==> config.mk <==
export PLATFORM = sky130hd
export DESIGN_NAME = i2s_rx_frm_flat
export DESIGN_NICKNAME = d
export VERILOG_FILES = /design/src/rtl/i2s_pkg.sv /design/src/rtl/i2s_rx_frm_if.sv /design/src/rtl/i2s_pin_sync.sv /design/src/rtl/i2s_rx_frm.sv /design/src/flat_wrapper.sv
export SDC_FILE = /design/constraint.sdc
export NUM_CORES = 1
export LEC_CHECK = 0
export CORE_MARGIN = 2
export CORE_UTILIZATION = 40
export DETAILED_ROUTE_END_ITERATION = 6
export SYNTH_ARGS = -nofsm -noshare
export SYNTH_HDL_FRONTEND = slang
export SYNTH_SLANG_ARGS = --single-unit
==> constraint.sdc <==
create_clock -name clk -period 2.5 [get_ports clk]
set_input_delay 0.5 -clock clk [delete_from_list [all_inputs] [get_ports clk]]
set_output_delay 0.5 -clock clk [all_outputs]
set_load 0.03 [all_outputs]
==> src/rtl/i2s_pkg.sv <==
// Shared types, constants and parameter-legality helpers for the I2S receiver.
package i2s_pkg;

    typedef enum logic [1:0] {
        UNSYNC = 2'd0,
        LEFT   = 2'd1,
        RIGHT  = 2'd2
    } i2s_rx_state_t;

    localparam int ERR_CNT_W = 8;

    function automatic bit data_w_legal(input int data_w);
        return (data_w >= 8) && (data_w <= 32);
    endfunction

    function automatic bit slot_w_legal(input int data_w, input int slot_w);
        return (slot_w >= data_w) && (slot_w <= 64);
    endfunction

    function automatic bit cfg_legal(input int data_w, input int slot_w, input int lj_mode);
        return data_w_legal(data_w) && slot_w_legal(data_w, slot_w) &&
               ((lj_mode == 0) || (lj_mode == 1));
    endfunction

    // One spare code so the saturation value SLOT_W+1 always fits.
    function automatic int cnt_width(input int slot_w);
        return $clog2(slot_w + 2);
    endfunction

endpackage

==> src/rtl/i2s_rx_frm_if.sv <==
// Pin-side inputs and sample-side outputs of the I2S receiver.
interface i2s_rx_frm_if #(
    parameter int DATA_W = 24
);
    import i2s_pkg::*;

    logic                 I2S_sclk;
    logic                 I2S_ws;
    logic                 I2S_data;
    logic [DATA_W-1:0]    lft_chnnl;
    logic [DATA_W-1:0]    rght_chnnl;
    logic                 vld;
    logic                 locked;
    logic                 sync_err;
    logic [ERR_CNT_W-1:0] err_cnt;

    modport master (
        output I2S_sclk, I2S_ws, I2S_data,
        input  lft_chnnl, rght_chnnl, vld, locked, sync_err, err_cnt
    );

    modport slave (
        input  I2S_sclk, I2S_ws, I2S_data,
        output lft_chnnl, rght_chnnl, vld, locked, sync_err, err_cnt
    );

endinterface

==> src/rtl/i2s_pin_sync.sv <==
// Three matched 3-flop synchronisers for sclk/ws/data plus sclk rise detect.
module i2s_pin_sync (
    input  logic clk,
    input  logic rst_n,
    input  logic sclk_i,
    input  logic ws_i,
    input  logic data_i,
    output logic bit_evt_o,
    output logic ws_s_o,
    output logic data_s_o
);

    localparam int N_PINS = 3;
    // Bit order {data, ws, sclk}: ws idles high so the chain resets to 1.
    localparam logic [N_PINS-1:0] RST_VAL = 3'b010;

    logic [N_PINS-1:0] pin_in;
    logic [N_PINS-1:0] stage2;
    logic [N_PINS-1:0] stage3;
    logic              unused_stage3;

    assign pin_in = {data_i, ws_i, sclk_i};

    generate
        for (genvar gi = 0; gi < N_PINS; gi++) begin : g_chain
            logic [2:0] sync_q;

            always_ff @(posedge clk or negedge rst_n) begin
                if (!rst_n) begin
                    sync_q <= {3{RST_VAL[gi]}};
                end else begin
                    sync_q <= {sync_q[1:0], pin_in[gi]};
                end
            end

            assign stage2[gi] = sync_q[1];
            assign stage3[gi] = sync_q[2];
        end
    endgenerate

    assign bit_evt_o     = stage2[0] & ~stage3[0];
    assign ws_s_o        = stage2[1];
    assign data_s_o      = stage2[2];
    assign unused_stage3 = &{1'b0, stage3[2:1]};

endmodule

==> src/rtl/i2s_rx_frm.sv <==
// I2S receiver: slot framing check, per-channel capture and sample-pair output.
module i2s_rx_frm
    import i2s_pkg::*;
#(
    parameter int DATA_W  = 24,
    parameter int SLOT_W  = 32,
    parameter int LJ_MODE = 0
) (
    input  logic        clk,
    input  logic        rst_n,
    i2s_rx_frm_if.slave bus
);

    localparam int                   CNT_W    = cnt_width(SLOT_W);
    localparam logic [CNT_W-1:0]     SLOT_CNT = CNT_W'(SLOT_W);
    localparam logic [CNT_W-1:0]     CNT_SAT  = CNT_W'(SLOT_W + 1);
    localparam logic [CNT_W-1:0]     DATA_CNT = CNT_W'(DATA_W);
    localparam logic [ERR_CNT_W-1:0] ERR_MAX  = '1;

    generate
        if (!cfg_legal(DATA_W, SLOT_W, LJ_MODE)) begin : g_bad_cfg
            $error("i2s_rx_frm: illegal DATA_W/SLOT_W/LJ_MODE combination");
        end
    endgenerate

    logic bit_evt;
    logic ws_s;
    logic data_s;

    i2s_pin_sync u_pin_sync (
        .clk       (clk),
        .rst_n     (rst_n),
        .sclk_i    (bus.I2S_sclk),
        .ws_i      (bus.I2S_ws),
        .data_i    (bus.I2S_data),
        .bit_evt_o (bit_evt),
        .ws_s_o    (ws_s),
        .data_s_o  (data_s)
    );

    logic                  prev_ws_q;
    logic                  prev_ch_q;
    logic                  ch;
    logic                  boundary;
    logic [CNT_W-1:0]      bit_cnt_q, bit_cnt_d;
    i2s_rx_state_t         state_q, state_d;
    logic                  vld_q, vld_d;
    logic                  locked_q, locked_d;
    logic                  sync_err_q, sync_err_d;
    logic [ERR_CNT_W-1:0]  err_cnt_q, err_cnt_d;
    logic [DATA_W-1:0]     lft_q, rght_q;
    logic [1:0][DATA_W-1:0] sr;
    logic                  slot_full;
    logic                  slot_err;

    // Standard I2S tags each bit with the ws seen one bit earlier.
    assign ch        = (LJ_MODE != 0) ? ws_s : prev_ws_q;
    assign boundary  = bit_evt && (ch != prev_ch_q);
    assign slot_full = (bit_cnt_q == SLOT_CNT);

    always_comb begin
        bit_cnt_d = bit_cnt_q;
        if (boundary) begin
            bit_cnt_d = CNT_W'(1);
        end else if (bit_evt && (bit_cnt_q != CNT_SAT)) begin
            bit_cnt_d = bit_cnt_q + 1'b1;
        end
    end

    generate
        for (genvar gi = 0; gi < 2; gi++) begin : g_sreg
            logic [DATA_W-1:0] sr_q;
            logic              shift_en;

            assign shift_en = bit_evt && (ch == 1'(gi)) &&
                              (boundary || (bit_cnt_q < DATA_CNT));

            always_ff @(posedge clk or negedge rst_n) begin
                if (!rst_n) begin
                    sr_q <= '0;
                end else if (shift_en) begin
                    sr_q <= {sr_q[DATA_W-2:0], data_s};
                end
            end

            assign sr[gi] = sr_q;
        end
    endgenerate

    always_comb begin
        state_d    = state_q;
        vld_d      = 1'b0;
        sync_err_d = 1'b0;
        locked_d   = locked_q;
        err_cnt_d  = err_cnt_q;
        slot_err   = 1'b0;

        case (state_q)
            UNSYNC: begin
                if (boundary && !ch) state_d = LEFT;
            end
            LEFT: begin
                if (boundary) begin
                    if (ch && slot_full) state_d = RIGHT;
                    else                 slot_err = 1'b1;
                end else if (bit_evt && slot_full) begin
                    slot_err = 1'b1;
                end
            end
            RIGHT: begin
                if (boundary) begin
                    if (!ch && slot_full) begin
                        state_d  = LEFT;
                        vld_d    = 1'b1;
                        locked_d = 1'b1;
                    end else begin
                        slot_err = 1'b1;
                    end
                end else if (bit_evt && slot_full) begin
                    slot_err = 1'b1;
                end
            end
            default: state_d = UNSYNC;
        endcase

        // A wrong-length slot always drops back to hunting for a left boundary.
        if (slot_err) begin
            state_d    = UNSYNC;
            sync_err_d = 1'b1;
            locked_d   = 1'b0;
            if (err_cnt_q != ERR_MAX) err_cnt_d = err_cnt_q + 1'b1;
        end
    end

    always_ff @(posedge clk or negedge rst_n) begin
        if (!rst_n) begin
            prev_ws_q  <= 1'b1;
            prev_ch_q  <= 1'b0;
            bit_cnt_q  <= '0;
            state_q    <= UNSYNC;
            vld_q      <= 1'b0;
            locked_q   <= 1'b0;
            sync_err_q <= 1'b0;
            err_cnt_q  <= '0;
            lft_q      <= '0;
            rght_q     <= '0;
        end else begin
            if (bit_evt) begin
                prev_ws_q <= ws_s;
                prev_ch_q <= ch;
            end
            bit_cnt_q  <= bit_cnt_d;
            state_q    <= state_d;
            vld_q      <= vld_d;
            locked_q   <= locked_d;
            sync_err_q <= sync_err_d;
            err_cnt_q  <= err_cnt_d;
            if (vld_d) begin
                lft_q  <= sr[0];
                rght_q <= sr[1];
            end
        end
    end

    assign bus.lft_chnnl  = lft_q;
    assign bus.rght_chnnl = rght_q;
    assign bus.vld        = vld_q;
    assign bus.locked     = locked_q;
    assign bus.sync_err   = sync_err_q;
    assign bus.err_cnt    = err_cnt_q;

endmodule
==> src/flat_wrapper.sv <==
// flat-port wrapper written by rule: the top's interface ports become plain ports
module i2s_rx_frm_flat import i2s_pkg::*;
#(
    parameter int DATA_W  = 24,
    parameter int SLOT_W  = 32,
    parameter int LJ_MODE = 0
)
  (clk, rst_n, bus_I2S_sclk, bus_I2S_ws, bus_I2S_data, bus_lft_chnnl, bus_rght_chnnl, bus_vld, bus_locked, bus_sync_err, bus_err_cnt);
  i2s_rx_frm_if #(.DATA_W(DATA_W)) bus_i ();
  input  logic clk;
  input  logic rst_n;
  input wire logic [$bits(bus_i.I2S_sclk)-1:0] bus_I2S_sclk;
  input wire logic [$bits(bus_i.I2S_ws)-1:0] bus_I2S_ws;
  input wire logic [$bits(bus_i.I2S_data)-1:0] bus_I2S_data;
  output wire logic [$bits(bus_i.lft_chnnl)-1:0] bus_lft_chnnl;
  output wire logic [$bits(bus_i.rght_chnnl)-1:0] bus_rght_chnnl;
  output wire logic [$bits(bus_i.vld)-1:0] bus_vld;
  output wire logic [$bits(bus_i.locked)-1:0] bus_locked;
  output wire logic [$bits(bus_i.sync_err)-1:0] bus_sync_err;
  output wire logic [$bits(bus_i.err_cnt)-1:0] bus_err_cnt;
  assign bus_i.I2S_sclk = bus_I2S_sclk;
  assign bus_i.I2S_ws = bus_I2S_ws;
  assign bus_i.I2S_data = bus_I2S_data;
  assign bus_lft_chnnl = bus_i.lft_chnnl;
  assign bus_rght_chnnl = bus_i.rght_chnnl;
  assign bus_vld = bus_i.vld;
  assign bus_locked = bus_i.locked;
  assign bus_sync_err = bus_i.sync_err;
  assign bus_err_cnt = bus_i.err_cnt;
  i2s_rx_frm #(.DATA_W(DATA_W), .SLOT_W(SLOT_W), .LJ_MODE(LJ_MODE)) u_core (.clk(clk), .rst_n(rst_n), .bus(bus_i));
endmodule
-- Word-level counts from Yosys, hierarchy flattened
Cells that the tools add are included.
- output and inout port bits: 59
- flip-flop bits (word level): 124
- word-level logic and storage cells: 75
- input bits: 5
- bitwise gates (word level): 3
- reduce and logical (&&, ||, !) cells: 20
- mux-type cells: 23
- add/subtract/negate cells: 2
- equality and inequality tests: 11
- order comparisons: 1
- operator list (kind ; count):
    $ne 3x1->1 const B ; 5
    $mux 1 ; 13
    $mux 2 ; 6
    $mux 6 ; 2
    $logic_and 1x1->1 ; 10
    $add 8x1->8 const B ; 1
    $ne 8x8->1 const B ; 1
    $reduce_bool 2->1 ; 4
    $add 6x1->6 const B ; 1
    $eq 6x6->1 const B ; 1
    $lt 6x5->1 const B ; 1
    $ne 6x6->1 const B ; 1
    $pmux 2 s3 ; 1
    $reduce_and 5->1 ; 1
    $reduce_and 3->1 ; 1
    $eq 2x1->1 const B ; 1
    $eq 2x2->1 const B ; 1
    $logic_not 2->1 ; 1
    $not 1->1 ; 2
    $pmux 1 s2 ; 1
    $reduce_and 2->1 ; 1
    $and 1x1->1 ; 1
    $logic_not 1->1 ; 1
    $logic_or 1x1->1 ; 1
    $ne 1x1->1 ; 1

-- Logic depth before layout (Yosys ltp)
- word-level depth: 8
- gate-level depth with buffers: 7
- depth with buffers taken out: 7

-- By module
Synthesis repeated with hierarchy kept, for this count alone.
- cells, all modules: 325
- area total of the unflattened synthesis: 4916.0 µm²
- modules (own cells, without submodules) (module ; seq. area each (µm²) ; area each (µm²) ; cells each ; times used):
    i2s_rx_frm ; 2929.1 ; 4724.5 ; 317 ; 1
    i2s_pin_sync ; 177.7 ; 191.4 ; 8 ; 1

-- Worst setup path before layout
No wires, ideal clock.
- path kind: register -> register
- start point: reg u_core.state_q[1]
- end point: reg u_core.err_cnt_q[1] (netlist: u_core.bus.err_cnt[1])
- slack: 626 ps
- library setup time: 125 ps
- stages on the path, launching flop included: 8
- clock period less this slack: 1874 ps
- path buffers: 0
- data required time: 2375 ps
- arrival: 1749 ps
- cells stage by stage: dfrtp_1 -> inv_1 -> ha_1 -> nor3b_1 -> a311oi_1 -> nand3_2 -> nor2_1 -> mux2_2
- word-level cells in the longest chain between the ends: 3
- elaborated cells on any way between the ends: 4
- those cells by class: 2 x eq/ne; 1 x mux; 1 x reduce/logical
- ends and longest elaborated chain (element ; line ; source):
    start: declaration ; i2s_rx_frm.sv:46 ; i2s_rx_state_t state_q, state_d;
    start signal: assignment ; i2s_rx_frm.sv:153 ; state_q <= state_d;
    $eq 2x2->1 or $eq 2x1->1 (tied branches) ; i2s_rx_frm.sv:98 ; case (state_q)
    $pmux 1 s2 * ; i2s_rx_frm.sv:98 ;
    $reduce_and 2->1 (no source line) * ; -- ;
    end signal: assignment ; i2s_rx_frm.sv:157 ; err_cnt_q <= err_cnt_d;
    end: declaration ; i2s_rx_frm.sv:50 ; logic [ERR_CNT_W-1:0] err_cnt_q, err_cnt_d;
Mark *: on every way between the ends. The rest lies on a longest branch, timed or not.
A chain may end at the register's enable or synchronous reset.

-- Worst setup path after layout
- start point: reg u_core.bit_cnt_q[2]
- end point: reg u_core.lft_q[18] (netlist: u_core.bus.lft_chnnl[18])
- word-level cells in the longest chain between the ends: 5
- ends and longest elaborated chain (element ; line ; source):
    start: declaration ; i2s_rx_frm.sv:45 ; logic [CNT_W-1:0] bit_cnt_q, bit_cnt_d;
    start signal: assignment ; i2s_rx_frm.sv:152 ; bit_cnt_q <= bit_cnt_d;
    $eq 6x6->1 ; i2s_rx_frm.sv:59 ; assign slot_full = (bit_cnt_q == SLOT_CNT);
    $logic_and 1x1->1 ; i2s_rx_frm.sv:112 ; if (!ch && slot_full) begin
    $mux 1 ; i2s_rx_frm.sv:112 ;
    $mux 1 ; i2s_rx_frm.sv:111 ; if (boundary) begin
    $mux 1 ; i2s_rx_frm.sv:98 ;
    end signal: assignment ; i2s_rx_frm.sv:159 ; lft_q <= sr[0];
    end: declaration ; i2s_rx_frm.sv:51 ; logic [DATA_W-1:0] lft_q, rght_q;
No other way between the ends.

==> results.json <==
{
  "outcome": "completed",
  "htreeDepth": 4,
  "grt_usage": 0.1415,
  "tns_ns": 0,
  "async_reset_ff_frac": 1.000,
  "ys_dominant_reg_cell": "dfrtp_1",
  "core-area_sq_um": 12570,
  "cts_made_buffers": 17,
  "leakage_nw": 3.265,
  "min_path_type": "in -> async",
  "critPathLaunchType": "flip-flop",
  "final_max_slew_viol_count": 0,
  "critPathMaxFanout": 50,
  "finClkSkew_ns": 0.009644,
  "endpoint_kind": "flip-flop",
  "post-cts-setup-buffer-count": 0,
  "synth_top_cell_by_area": "dfrtp_1",
  "synth-seq-cells": 124,
  "synth_warnings": 0,
  "yosys-top-cells-area": "dfrtp_1, mux2_4, mux2_2",
  "synth_cell_types": 39,
  "cts_tree": "done",
  "via_count": 2813,
  "maxSlewHeadroom": 0.6463,
  "final-hold-violation-count": 0,
  "synth_edf_count": 0,
  "avgSynthCellArea_sq_um": 15.49,
  "total_power_mw": 5.403,
  "seq_area_sq_um": 3107,
  "clock_latency_ns": 0.41,
  "io_pins": 64,
  "drv_cap": 0,
  "drtIter0Drc": 142,
  "die_width_microns": 117.2,
  "fill_cells": 1072,
  "num_rows": 41,
  "antenna_found_initial": 0,
  "syn_inst": 331,
  "clockBufferDepth": 2,
  "firstDrtPassIters": 4,
  "place_hpwl_microns": 5461,
  "post-route-period-util": 0.8367,
  "fin_area_sq_um": 6585,
  "fin_crit_ns": 2.092,
  "fmax_ghz": 0.4781,
  "crit_family": "simple AND/OR/NAND/NOR gates",
  "antenna_cells": 0,
  "via_per_inst": 4.744,
  "cpMaxStageDelayCell": "nor4b_4",
  "cts_resized": 0,
  "drive_gt1_frac": 0.3373,
  "die_h_microns": 117.2,
  "yosys.area.top_type_share": 0.5907,
  "dpl_cell_area_sq_um": 5962,
  "grt_max_degree": 51,
  "rsz0062_at_grt": "no",
  "required_ns": 2.79,
  "gr-total-overflow": 0,
  "floorplan.initialDensity": 0.4079,
  "die_area_sq_um": 13740,
  "path_class": "reg -> reg",
  "power_density_nw_per_um2": 820.5,
  "worst_slew_pin_slew_ns": 0.5305,
  "syn-num-nets": 344,
  "gp_congestion": 0.7566,
  "grt_pass1_wl_microns": 14560,
  "worstPathCellList": "nor4b_4 > nand2_1 > nor2_1 > nand2_4 > buf_12 > mux2_4",
  "postCtsHoldBufs": 0,
  "io_buffers": 63,
  "multi_input_area_sq_um": 1893,
  "yosysSeqAreaShare": 0.6061,
  "drc": 0,
  "setup_viol_count_final": 0,
  "cp.buffers_inverters": 1,
  "cpPeakStageDelay_ns": 0.46,
  "post_drt_wl_per_cell_microns": 14.64,
  "numClockSinks": 124,
  "grt_pass1_vias": 2916,
  "cts_root_buffer": "clkbuf_16",
  "layout.nets": 422,
  "area_growth_pct": 28.46,
  "arrival_ns": 2.38,
  "clk_pin_slew_ns": 0.05,
  "synthesis.area_sq_um": 5126,
  "antenna_left": 0,
  "wl_microns": 8680,
  "ir_worst_vdd_uv": 547.7
}
## path summary, 6_finish.rpt
path	startpoint	to	slack [ns]	cells after the start
min in group clk	u_core.u_pin_sync.g_chain[0].sync_q[0]	u_core.u_pin_sync.g_chain[0].sync_q[1]	0.35	0
worst max register to register	u_core.bit_cnt_q[2]	u_core.bus.lft_chnnl[18]	0.41	6
max in group asynchronous	rst_n	u_core.g_sreg[1].sr_q[9]	1.70	2
worst min-delay path	rst_n	u_core.g_sreg[1].sr_q[7]	0.07	1
worst max-delay path	u_core.bit_cnt_q[2]	u_core.bus.lft_chnnl[18]	0.41	6
worst min register to register	u_core.u_pin_sync.g_chain[0].sync_q[0]	u_core.u_pin_sync.g_chain[0].sync_q[1]	0.35	0
## layout by cell type, fill, tap and decap left out, types with 2 or more instances in the layout
cell type / synthesis / routed
nand4_1: 4 / 4
nor2_1: 12 / 12
mux2_4: 48 / 48
mux2_2: 49 / 49
nor3b_1: 2 / 2
clkbuf_16: 0 / 17
or2_2: 2 / 2
nor2b_1: 2 / 2
dfrtp_1: 121 / 121
xnor2_1: 2 / 2
ha_1: 8 / 8
nand3_1: 3 / 3
buf_4: 2 / 7
xor2_1: 10 / 10
clkdlybuf4s50_1: 0 / 62
nand2_1: 10 / 10
clkbuf_1: 1 / 5
bufinv_16: 0 / 5
dfstp_2: 3 / 3
buf_12: 0 / 2
o21ai_0: 4 / 4
inv_1: 9 / 9
clkinv_2: 0 / 3
nor3_1: 2 / 2
nand2b_1: 3 / 3
a21oi_1: 7 / 6
nor4_1: 3 / 3
## cells by family after synthesis
| family | Yosys count | share of synthesized area |
|---|---|---|
| compound gates | 19 | 0.02392 |
| mux | 97 | 0.2482 |
| flops | 124 | 0.6061 |
| buf+inv | 21 | 0.02636 |
| simple gates | 50 | 0.05541 |
| xor+xnor | 12 | 0.02050 |
| fa+ha+maj | 8 | 0.01953 |
## synthesized netlist by cell type (2+ instances only)
| cell type | count |
|---|---|
| mux2_2 | 49 |
| nand2b_1 | 3 |
| dfstp_2 | 3 |
| or2_2 | 2 |
| a21oi_1 | 7 |
| nand4_1 | 4 |
| nor2b_1 | 2 |
| buf_2 | 3 |
| mux2_4 | 48 |
| ha_1 | 8 |
| xor2_1 | 10 |
| buf_4 | 2 |
| nor3b_1 | 2 |
| nor2_1 | 12 |
| xnor2_1 | 2 |
| o21ai_0 | 4 |
| dfrtp_1 | 121 |
| buf_6 | 6 |
| nor4_1 | 3 |
| nand2_1 | 10 |
| nand3_1 | 3 |
| nor3_1 | 2 |
| inv_1 | 9 |
## flip-flops by register name, summed over array words and instances, names as in the netlist, 2 cells and up
name / cells
u_core.bit_cnt_q: 6
u_core.bus.err_cnt: 8
u_core.bus.lft_chnnl: 24
u_core.bus.rght_chnnl: 24
u_core.g_sreg.sr_q: 48
u_core.state_q: 2
u_core.u_pin_sync.g_chain.sync_q: 7
## where the power goes
group	switching, mW	total [mW]	internal, mW	leakage, nW
Combinational	0.203	0.435	0.232	1.28
Clock	0.817	2.60	1.78	0.305
Sequential	0.168	2.37	2.20	1.68
## routing by layer
layer / GRT usage / share of wire / vias up
li1: - / - / 1318
met1: 0.1892 / 0.48 / 1426
met2: 0.2011 / 0.46 / 67
met3: 0.05922 / 0.061 / 2
met4: 0.06353 / 0.0055 / 0
met5: 0 / 0 / -
## metrics by stage
| stage | cells | hold slack (ns) | setup slack (ns) | util |
|---|---|---|---|---|
| floorplan | 331 | 0.2044 | 0.6265 | - |
| global placement | 562 | 0.3344 | 0.4714 | 0.4744 |
| detailed placement | 562 | 0.3364 | 0.4614 | 0.4744 |
| CTS | 593 | 0.07818 | 0.4261 | 0.5239 |
| global route | 593 | 0.09913 | 0.2625 | 0.5239 |
| finish | 593 | 0.07230 | 0.4083 | 0.5239 |
## area by class of cell
type | count | area share
Inverter | 9 | 0.005130
Multi-Input combinational cell | 186 | 0.2875
Clock inverter | 8 | 0.02508
Timing Repair Buffer | 71 | 0.1083
Tap cell | 172 | 0.03268
Clock buffer | 23 | 0.06954
Sequential cell | 124 | 0.4718
Power figures use the tool's default switching activity.
